[config.mk]
export PLATFORM = sky130hd
export DESIGN_NAME = flt_norm_round_decomposable
export DESIGN_NICKNAME = d
export VERILOG_FILES = /design/src/rtl/flt_norm_round_decomposable.sv
export SDC_FILE = /design/constraint.sdc
export NUM_CORES = 1
export LEC_CHECK = 0
export ABC_AREA = 1
export CAP_MARGIN = 30
export CORE_AREA = 2 2 129 226
export DETAILED_ROUTE_END_ITERATION = 16
export DIE_AREA = 0 0 131 228
export GPL_TIMING_DRIVEN = 0
export PLACE_DENSITY = 0.75
export SLEW_MARGIN = 30
export SYNTH_ARGS = -nofsm -noshare
export SYNTH_HDL_FRONTEND = slang
export SYNTH_SLANG_ARGS = --single-unit
[constraint.sdc]
create_clock -name clk -period 9.9 [get_ports clk]
set_input_delay 1.98 -clock clk [delete_from_list [all_inputs] [get_ports clk]]
set_output_delay 1.98 -clock clk [all_outputs]
set_load 0.02 [all_outputs]
[src/rtl/flt_norm_round_decomposable.sv]
// Two-stage normalize/round/clamp for the decomposable float adder (1x32b, 2x16b or 4x8b lanes per beat).
// Latency 2 cycles with full-throughput valid/ready; a stalled output holds both stages and drops in_ready.
package pe_pkg;
  localparam int PRECISION_CONFIG_L = 2;
  localparam logic [PRECISION_CONFIG_L-1:0] PRECISION_CONFIG_32B = 2'd0;
  localparam logic [PRECISION_CONFIG_L-1:0] PRECISION_CONFIG_16B = 2'd1;
  localparam logic [PRECISION_CONFIG_L-1:0] PRECISION_CONFIG_8B  = 2'd2;
endpackage

module flt_norm_round_lane #(
  parameter int M = 4,
  parameter int W = 4
) (
  input  logic         clk,
  input  logic         rst,
  input  logic         s1_ld,
  input  logic         s2_ld,
  input  logic         lane_en,
  input  logic [W:0]   exp_in,
  input  logic [M+1:0] mant_in,
  output logic [W-1:0] exp_out,
  output logic [M-1:0] mant_out,
  output logic         ovf_set,
  output logic         udf_set
);
  localparam int EMAX = 2**(W-1) - 1;
  localparam int EMIN = -(2**(W-1));

  logic [M-1:0] nmant_q, nmant_d;
  logic         guard_q, guard_d;
  logic         sticky_q, sticky_d;
  logic         zero_q, zero_d;
  // Two extra exponent bits absorb both the normalize and the rounding increment.
  logic [W+1:0] nexp_q, nexp_d;
  logic [W-1:0] exp_out_q, exp_out_d;
  logic [M-1:0] mant_out_q, mant_out_d;

  logic         inc;
  logic [M:0]   rsum;
  logic [W+1:0] rexp;
  logic [M-1:0] rmant;
  logic [W-1:0] cexp;
  logic [M-1:0] cmant;

  always_comb begin : normalize
    nmant_d  = nmant_q;
    guard_d  = guard_q;
    sticky_d = sticky_q;
    zero_d   = zero_q;
    nexp_d   = nexp_q;
    if (s1_ld) begin
      zero_d = (mant_in == '0);
      if (mant_in[M+1]) begin
        nmant_d  = mant_in[M+1:2];
        guard_d  = mant_in[1];
        sticky_d = mant_in[0];
        nexp_d   = {exp_in[W], exp_in} + (W+2)'(1);
      end else begin
        nmant_d  = mant_in[M:1];
        guard_d  = mant_in[0];
        sticky_d = 1'b0;
        nexp_d   = {exp_in[W], exp_in};
      end
    end
  end

  always_comb begin : round_clamp
    inc   = guard_q & (sticky_q | nmant_q[0]);
    rsum  = {1'b0, nmant_q} + (M+1)'(inc);
    rexp  = nexp_q + (W+2)'(rsum[M]);
    rmant = rsum[M] ? {1'b1, {(M-1){1'b0}}} : rsum[M-1:0];
    cexp    = rexp[W-1:0];
    cmant   = rmant;
    ovf_set = 1'b0;
    udf_set = 1'b0;
    if (!lane_en) begin
      cexp  = '0;
      cmant = '0;
    end else if (zero_q) begin
      cexp  = W'(EMIN);
      cmant = '0;
    end else if ($signed(rexp) > $signed((W+2)'(EMAX))) begin
      cexp    = W'(EMAX);
      cmant   = '1;
      ovf_set = 1'b1;
    end else if ($signed(rexp) < $signed((W+2)'(EMIN))) begin
      cexp    = W'(EMIN);
      cmant   = '0;
      udf_set = 1'b1;
    end
    exp_out_d  = s2_ld ? cexp  : exp_out_q;
    mant_out_d = s2_ld ? cmant : mant_out_q;
  end

  always_ff @(posedge clk or posedge rst) begin
    if (rst) begin
      nmant_q    <= '0;
      guard_q    <= 1'b0;
      sticky_q   <= 1'b0;
      zero_q     <= 1'b0;
      nexp_q     <= '0;
      exp_out_q  <= '0;
      mant_out_q <= '0;
    end else begin
      nmant_q    <= nmant_d;
      guard_q    <= guard_d;
      sticky_q   <= sticky_d;
      zero_q     <= zero_d;
      nexp_q     <= nexp_d;
      exp_out_q  <= exp_out_d;
      mant_out_q <= mant_out_d;
    end
  end

  assign exp_out  = exp_out_q;
  assign mant_out = mant_out_q;
endmodule

module flt_norm_round_decomposable
  import pe_pkg::*;
#(
  parameter int MANT_FULL_L  = 24,
  parameter int MANT_HALF_L  = 11,
  parameter int MANT_QUART_L = 4,
  parameter int EXP_FULL_W   = 9,
  parameter int EXP_HALF_W   = 6,
  parameter int EXP_QUART_W  = 4
) (
  input  logic                               clk,
  input  logic                               rst,
  input  logic [PRECISION_CONFIG_L-1:0]      mode,
  input  logic                               in_valid,
  output logic                               in_ready,
  input  logic [EXP_FULL_W:0]                exp_full_in,
  input  logic [MANT_FULL_L+1:0]             mant_full_in,
  input  logic [1:0][EXP_HALF_W:0]           exp_half_in,
  input  logic [1:0][MANT_HALF_L+1:0]        mant_half_in,
  input  logic [3:0][EXP_QUART_W:0]          exp_quart_in,
  input  logic [3:0][MANT_QUART_L+1:0]       mant_quart_in,
  input  logic                               clr_flags,
  output logic                               out_valid,
  input  logic                               out_ready,
  output logic [PRECISION_CONFIG_L-1:0]      mode_out,
  output logic [EXP_FULL_W-1:0]              exp_full_out,
  output logic [MANT_FULL_L-1:0]             mant_full_out,
  output logic [1:0][EXP_HALF_W-1:0]         exp_half_out,
  output logic [1:0][MANT_HALF_L-1:0]        mant_half_out,
  output logic [3:0][EXP_QUART_W-1:0]        exp_quart_out,
  output logic [3:0][MANT_QUART_L-1:0]       mant_quart_out,
  output logic [3:0]                         ovf_flags,
  output logic [3:0]                         udf_flags
);
  logic                          s1_valid_q, s1_valid_d;
  logic                          s2_valid_q, s2_valid_d;
  logic [PRECISION_CONFIG_L-1:0] s1_mode_q, s1_mode_d;
  logic [PRECISION_CONFIG_L-1:0] mode_out_q, mode_out_d;
  logic [3:0]                    ovf_flags_q, ovf_flags_d;
  logic [3:0]                    udf_flags_q, udf_flags_d;

  logic       s1_adv, s1_ld, s2_ld;
  logic       full_en, half_en, quart_en;
  logic       f_ovf, f_udf;
  logic [1:0] h_ovf, h_udf;
  logic [3:0] q_ovf, q_udf;
  logic [3:0] ovf_set, udf_set;

  always_comb begin : ctrl
    s1_adv     = !s2_valid_q || out_ready;
    in_ready   = !s1_valid_q || s1_adv;
    s1_ld      = in_valid && in_ready;
    s2_ld      = s1_valid_q && s1_adv;
    s1_valid_d = in_ready ? in_valid : s1_valid_q;
    s2_valid_d = s1_adv ? s1_valid_q : s2_valid_q;
    s1_mode_d  = s1_ld ? mode : s1_mode_q;
    mode_out_d = s2_ld ? s1_mode_q : mode_out_q;
    full_en    = (s1_mode_q == PRECISION_CONFIG_32B);
    half_en    = (s1_mode_q == PRECISION_CONFIG_16B);
    quart_en   = (s1_mode_q == PRECISION_CONFIG_8B);
  end

  flt_norm_round_lane #(.M(MANT_FULL_L), .W(EXP_FULL_W)) u_full (
    .clk      (clk),
    .rst      (rst),
    .s1_ld    (s1_ld),
    .s2_ld    (s2_ld),
    .lane_en  (full_en),
    .exp_in   (exp_full_in),
    .mant_in  (mant_full_in),
    .exp_out  (exp_full_out),
    .mant_out (mant_full_out),
    .ovf_set  (f_ovf),
    .udf_set  (f_udf)
  );

  for (genvar gi = 0; gi < 2; gi++) begin : g_half
    flt_norm_round_lane #(.M(MANT_HALF_L), .W(EXP_HALF_W)) u_lane (
      .clk      (clk),
      .rst      (rst),
      .s1_ld    (s1_ld),
      .s2_ld    (s2_ld),
      .lane_en  (half_en),
      .exp_in   (exp_half_in[gi]),
      .mant_in  (mant_half_in[gi]),
      .exp_out  (exp_half_out[gi]),
      .mant_out (mant_half_out[gi]),
      .ovf_set  (h_ovf[gi]),
      .udf_set  (h_udf[gi])
    );
  end

  for (genvar gi = 0; gi < 4; gi++) begin : g_quart
    flt_norm_round_lane #(.M(MANT_QUART_L), .W(EXP_QUART_W)) u_lane (
      .clk      (clk),
      .rst      (rst),
      .s1_ld    (s1_ld),
      .s2_ld    (s2_ld),
      .lane_en  (quart_en),
      .exp_in   (exp_quart_in[gi]),
      .mant_in  (mant_quart_in[gi]),
      .exp_out  (exp_quart_out[gi]),
      .mant_out (mant_quart_out[gi]),
      .ovf_set  (q_ovf[gi]),
      .udf_set  (q_udf[gi])
    );
  end

  // Disabled lanes never raise a set, so the flag lanes can simply be OR-merged.
  always_comb begin : flags
    ovf_set     = {q_ovf[3], q_ovf[2] | h_ovf[1], q_ovf[1], q_ovf[0] | h_ovf[0] | f_ovf};
    udf_set     = {q_udf[3], q_udf[2] | h_udf[1], q_udf[1], q_udf[0] | h_udf[0] | f_udf};
    ovf_flags_d = (clr_flags ? 4'b0 : ovf_flags_q) | (s2_ld ? ovf_set : 4'b0);
    udf_flags_d = (clr_flags ? 4'b0 : udf_flags_q) | (s2_ld ? udf_set : 4'b0);
  end

  always_ff @(posedge clk or posedge rst) begin
    if (rst) begin
      s1_valid_q  <= 1'b0;
      s2_valid_q  <= 1'b0;
      s1_mode_q   <= '0;
      mode_out_q  <= '0;
      ovf_flags_q <= '0;
      udf_flags_q <= '0;
    end else begin
      s1_valid_q  <= s1_valid_d;
      s2_valid_q  <= s2_valid_d;
      s1_mode_q   <= s1_mode_d;
      mode_out_q  <= mode_out_d;
      ovf_flags_q <= ovf_flags_d;
      udf_flags_q <= udf_flags_d;
    end
  end

  assign out_valid = s2_valid_q;
  assign mode_out  = mode_out_q;
  assign ovf_flags = ovf_flags_q;
  assign udf_flags = udf_flags_q;
endmodule

==> impl_metrics.prom <==
# TYPE chip_impl_metric gauge
chip_impl_metric{name="via_count",unit=""} 13600
chip_impl_info{name="worst_r2r_endpoint",value="u_full.mant_out[14]"} 1
chip_impl_metric{name="drv.max_cap_violation_count",unit=""} 0
chip_impl_metric{name="totalWireLength",unit="um"} 45200
chip_impl_metric{name="detail-route-antenna-nets",unit=""} 0
chip_impl_metric{name="postSynthRegisterBits",unit=""} 247
chip_impl_metric{name="cts.sinks",unit=""} 247
chip_impl_info{name="largest_area_contributor_in_the_netlist",value="sky130_fd_sc_hd__dfrtp_1"} 1
chip_impl_metric{name="cts-hold-fix-buffers",unit=""} 0
chip_impl_metric{name="slew_headroom",unit="%"} 36.0
chip_impl_metric{name="slowest_delay",unit="ps"} 660
chip_impl_metric{name="synth_async_sr_flop_share",unit="%"} 100
chip_impl_metric{name="post-cts-setup-buffer-count",unit=""} 0
chip_impl_metric{name="avgViaCountPerCell",unit=""} 5.44
chip_impl_metric{name="drt_iter0_drc",unit=""} 752
chip_impl_metric{name="fmaxAchievable",unit="GHz"} 0.185
chip_impl_metric{name="overall_track_demand_over_capacity_in_global_routing",unit="%"} 30.5
chip_impl_info{name="cp_common_cell",value="sky130_fd_sc_hd__clkdlybuf4s50_1"} 1
chip_impl_metric{name="fin_setup_tns",unit="ps"} 0
chip_impl_metric{name="p_leak",unit="nW"} 8.57
chip_impl_info{name="crit_path_from",value="out_ready"} 1
chip_impl_info{name="synth_ff_type",value="sky130_fd_sc_hd__dfrtp_1"} 1
chip_impl_metric{name="drc",unit=""} 0
chip_impl_metric{name="layout-drive-gt1-share",unit="%"} 4.96
chip_impl_metric{name="power.switching_fraction",unit="%"} 36.0
chip_impl_metric{name="worst_slack",unit="ps"} 4500
chip_impl_metric{name="min_period_over_period",unit="%"} 54.5
chip_impl_metric{name="seq_power_share",unit="%"} 40.5
chip_impl_metric{name="timing.final.hold_violations",unit=""} 0
chip_impl_metric{name="floorplan.rows",unit=""} 82
chip_impl_metric{name="pin_count_of_the_biggest_net_entering_global_routing",unit=""} 94
chip_impl_metric{name="die-area",unit="mm2"} 0.0299
chip_impl_info{name="synth.most_common_cell",value="sky130_fd_sc_hd__nand2_1"} 1
chip_impl_metric{name="die_y",unit="um"} 228
chip_impl_metric{name="irDropWorstVdd",unit="V"} 0.000109
chip_impl_info{name="worstSetupPathType",value="in -> out"} 1
chip_impl_info{name="timing.critical_path.from_type",value="primary input"} 1
chip_impl_info{name="holdCritPathClass",value="reg -> reg"} 1
chip_impl_metric{name="netlist-cell-type-count",unit=""} 41
chip_impl_info{name="library_cell_used_as_clock_root_buffer",value="sky130_fd_sc_hd__clkbuf_16"} 1
chip_impl_info{name="timing.rr.start",value="u_full.nmant_q[0]"} 1
chip_impl_metric{name="crit_arrival",unit="ps"} 3420
chip_impl_metric{name="die_width",unit="um"} 131
chip_impl_metric{name="ys_seq_area_share",unit="%"} 44.5
chip_impl_metric{name="hold_ws",unit="ps"} 488
chip_impl_metric{name="antenna_found_initial",unit=""} 2
chip_impl_info{name="synth_top_cells_by_count",value="sky130_fd_sc_hd__nand2_1 (608), sky130_fd_sc_hd__dfrtp_1 (247), sky130_fd_sc_hd__inv_1 (186)"} 1
chip_impl_metric{name="reg_to_reg_slack_setup",unit="ps"} 6050
chip_impl_metric{name="syn_area",unit="mm2"} 0.0139
chip_impl_metric{name="syn-mean-instance-area",unit="um2"} 7.54
chip_impl_metric{name="pwr_density_cell",unit="mW/mm2"} 196
chip_impl_metric{name="drtPass1Iterations",unit=""} 7
chip_impl_info{name="end_kind",value="output pin"} 1
chip_impl_info{name="worstPathCellList",value="clkdlybuf4s50_1, inv_2, nand3_1, clkdlybuf4s50_1"} 1
chip_impl_info{name="endpoint",value="in_ready"} 1
chip_impl_metric{name="area_delta_synth_final",unit="%"} 26.1
chip_impl_metric{name="synth_top_cell_area_share",unit="%"} 44.5
chip_impl_metric{name="power.internal",unit="mW"} 2.20
chip_impl_metric{name="cts-resized-gates",unit=""} 0
chip_impl_info{name="cp_slowest_cell",value="sky130_fd_sc_hd__clkdlybuf4s50_1"} 1
chip_impl_metric{name="finalWeightedCongestion",unit=""} 1.01
chip_impl_metric{name="synth_enable_flop_cells",unit=""} 0
chip_impl_metric{name="worst_setup_hold_path_clk_slew",unit="ps"} 70
chip_impl_info{name="rsz0062_at_grt",value="false"} 1
chip_impl_metric{name="wire_per_inst",unit="um"} 18.1
chip_impl_metric{name="floorplan.initialDensity",unit="%"} 49.2
chip_impl_metric{name="detailedPlace.worstSlack",unit="ps"} 4550
chip_impl_info{name="cell_types_with_the_largest_area_share_after_synthesis",value="sky130_fd_sc_hd__dfrtp_1 (45%), sky130_fd_sc_hd__nand2_1 (16%), sky130_fd_sc_hd__nand3_1 (5.0%)"} 1
chip_impl_metric{name="cts_buffer_depth",unit=""} 3
chip_impl_info{name="outcome",value="complete, no violations"} 1
chip_impl_metric{name="reg2regPathDepth",unit=""} 21
chip_impl_metric{name="port_buffers",unit=""} 234
chip_impl_metric{name="detailedPlacementHpwl",unit="um"} 35200
chip_impl_metric{name="finalMaxSlewViolations",unit=""} 0
chip_impl_metric{name="clockPowerShare",unit="%"} 26.2
chip_impl_metric{name="finish.utilization",unit="%"} 62.0
chip_impl_metric{name="htree_num_levels",unit=""} 1
chip_impl_metric{name="final-setup-viol-count",unit=""} 0
chip_impl_metric{name="fin_nets",unit=""} 2264
chip_impl_metric{name="skew",unit="ps"} 8.42
chip_impl_metric{name="pwr-share-comb",unit="%"} 33.3
chip_impl_metric{name="min_period",unit="ps"} 5400
chip_impl_metric{name="ioPinCount",unit=""} 238
chip_impl_metric{name="grt.overflow.total",unit=""} 0
chip_impl_info{name="cts_tree",value="yes"} 1
chip_impl_metric{name="syn_nets",unit=""} 2003
chip_impl_metric{name="power.net_switching",unit="mW"} 1.23
chip_impl_metric{name="netlist_instances",unit=""} 1841
chip_impl_metric{name="first_global_vias",unit=""} 13700
chip_impl_metric{name="grt_first_pass_wirelength",unit="um"} 69800
chip_impl_metric{name="clock_latency",unit="ps"} 540
chip_impl_metric{name="actual_slew_at_the_worst_max_slew_pin",unit="ps"} 961
chip_impl_metric{name="area_of_the_core_region",unit="mm2"} 0.0282
chip_impl_metric{name="crit_path_max_fanout",unit=""} 3
chip_impl_metric{name="worst_ep_required_time",unit="ps"} 7920
chip_impl_metric{name="num_cts_buffers",unit=""} 23
chip_impl_metric{name="synthesis.yosys.warnings",unit=""} 0
## worst max-delay path, delay by kind of cell
kind	cells	cell delay, ps
buf+inv	3	1230
simple gates	1	200
## cell families after synthesis
family / Yosys count / synth area share (%)
adders and majority gates: 35 / 3.16
buffers and inverters: 264 / 7.83
and+or+nand+nor: 1027 / 31.7
AOI/OAI and AO/OA: 200 / 8.50
DFF: 247 / 44.5
xor gates and xnor gates: 68 / 4.29
## cell usage in the layout, fill, tap and decap left out, types with 7 or more instances in the layout
cell                              instances
sky130_fd_sc_hd__o22ai_1                  8
sky130_fd_sc_hd__nand4_1                 50
sky130_fd_sc_hd__buf_2                   20
sky130_fd_sc_hd__nor2_2                  10
sky130_fd_sc_hd__nor3_1                  28
sky130_fd_sc_hd__nand3b_1                14
sky130_fd_sc_hd__xor2_1                  53
sky130_fd_sc_hd__a31oi_1                 54
sky130_fd_sc_hd__nand3_1                140
sky130_fd_sc_hd__nor4_1                   7
sky130_fd_sc_hd__clkbuf_1                45
sky130_fd_sc_hd__o21ai_0                 83
sky130_fd_sc_hd__a21oi_1                 21
sky130_fd_sc_hd__nor2_1                 147
sky130_fd_sc_hd__o211ai_1                16
sky130_fd_sc_hd__xnor2_1                 15
sky130_fd_sc_hd__dfrtp_1                247
sky130_fd_sc_hd__nand2_1                608
sky130_fd_sc_hd__ha_1                    35
sky130_fd_sc_hd__buf_6                    9
sky130_fd_sc_hd__clkbuf_16               23
sky130_fd_sc_hd__nand2_2                  7
sky130_fd_sc_hd__inv_1                  185
sky130_fd_sc_hd__clkdlybuf4s50_1        234
## how the worst min path moves through the flow
stage,startpoint,end,slack [ps],depth (start not counted)
after floorplan,u_full.nexp_q[0],u_full.nexp_q[0],460,2
after global placement,ovf_flags[3],ovf_flags[3],470,2
after detailed placement,ovf_flags[1],ovf_flags[1],470,2
after CTS,ovf_flags[1],ovf_flags[1],480,2
after global routing,ovf_flags[3],ovf_flags[3],510,2
final,ovf_flags[1],ovf_flags[1],490,2
## per-layer routing
layer | global-route usage (%) | vias to the layer above | share of wire [%]
li1 | - | 6504 | -
met5 | 0 | - | 0
met4 | 18.9 | 0 | 6.8
met3 | 3.85 | 164 | 5.8
met1 | 31.1 | 6408 | 34
met2 | 56.9 | 517 | 53
## registers in the layout (all words and copies together), names as in the netlist, 4 cells and up
register                 cells
g_quart.u_lane.mant_out     16
g_half.u_lane.nexp_q        16
g_half.u_lane.exp_out       12
g_quart.u_lane.sticky_q      4
g_quart.u_lane.zero_q        4
u_full.nmant_q              24
g_quart.u_lane.nexp_q       24
ovf_flags                    4
g_quart.u_lane.guard_q       4
u_full.exp_out               9
u_full.mant_out             24
g_quart.u_lane.nmant_q      16
g_half.u_lane.mant_out      22
u_full.nexp_q               11
g_quart.u_lane.exp_out      16
udf_flags                    4
g_half.u_lane.nmant_q       22
## power by group through the flow
stage / Sequential, mW / Combinational, mW / Clock (mW)
after global routing: 1.41 / 1.26 / 0.938
after CTS: 1.39 / 1.14 / 0.905
after global placement: 1.40 / 1.12 / 0
after floorplan: 1.51 / 0.488 / 0
after detailed placement: 1.40 / 1.13 / 0
final: 1.39 / 1.14 / 0.899
## layout make-up
type | count | area, um2
Buffer | 73 | 370
Fill cell | 2610 | 10700
Clock buffer | 37 | 688
Clock inverter | 5 | 53.8
Multi-Input combinational cell | 1330 | 6610
Inverter | 191 | 724
Timing Repair Buffer | 236 | 2400
Tap cell | 378 | 473
Antenna cell | 2 | 5.00
Sequential cell | 247 | 6180
## stage by stage
stage                     total power, mW  area [um2]  cells
after floorplan                      2.00       13900   1841
after global placement               2.51       16700   2453
after detailed placement             2.54       16800   2455
after CTS                            3.43       17500   2497
after global routing                 3.60       17500   2499
final                                3.43       17500   2499
(Power assumes the default switching activity.)
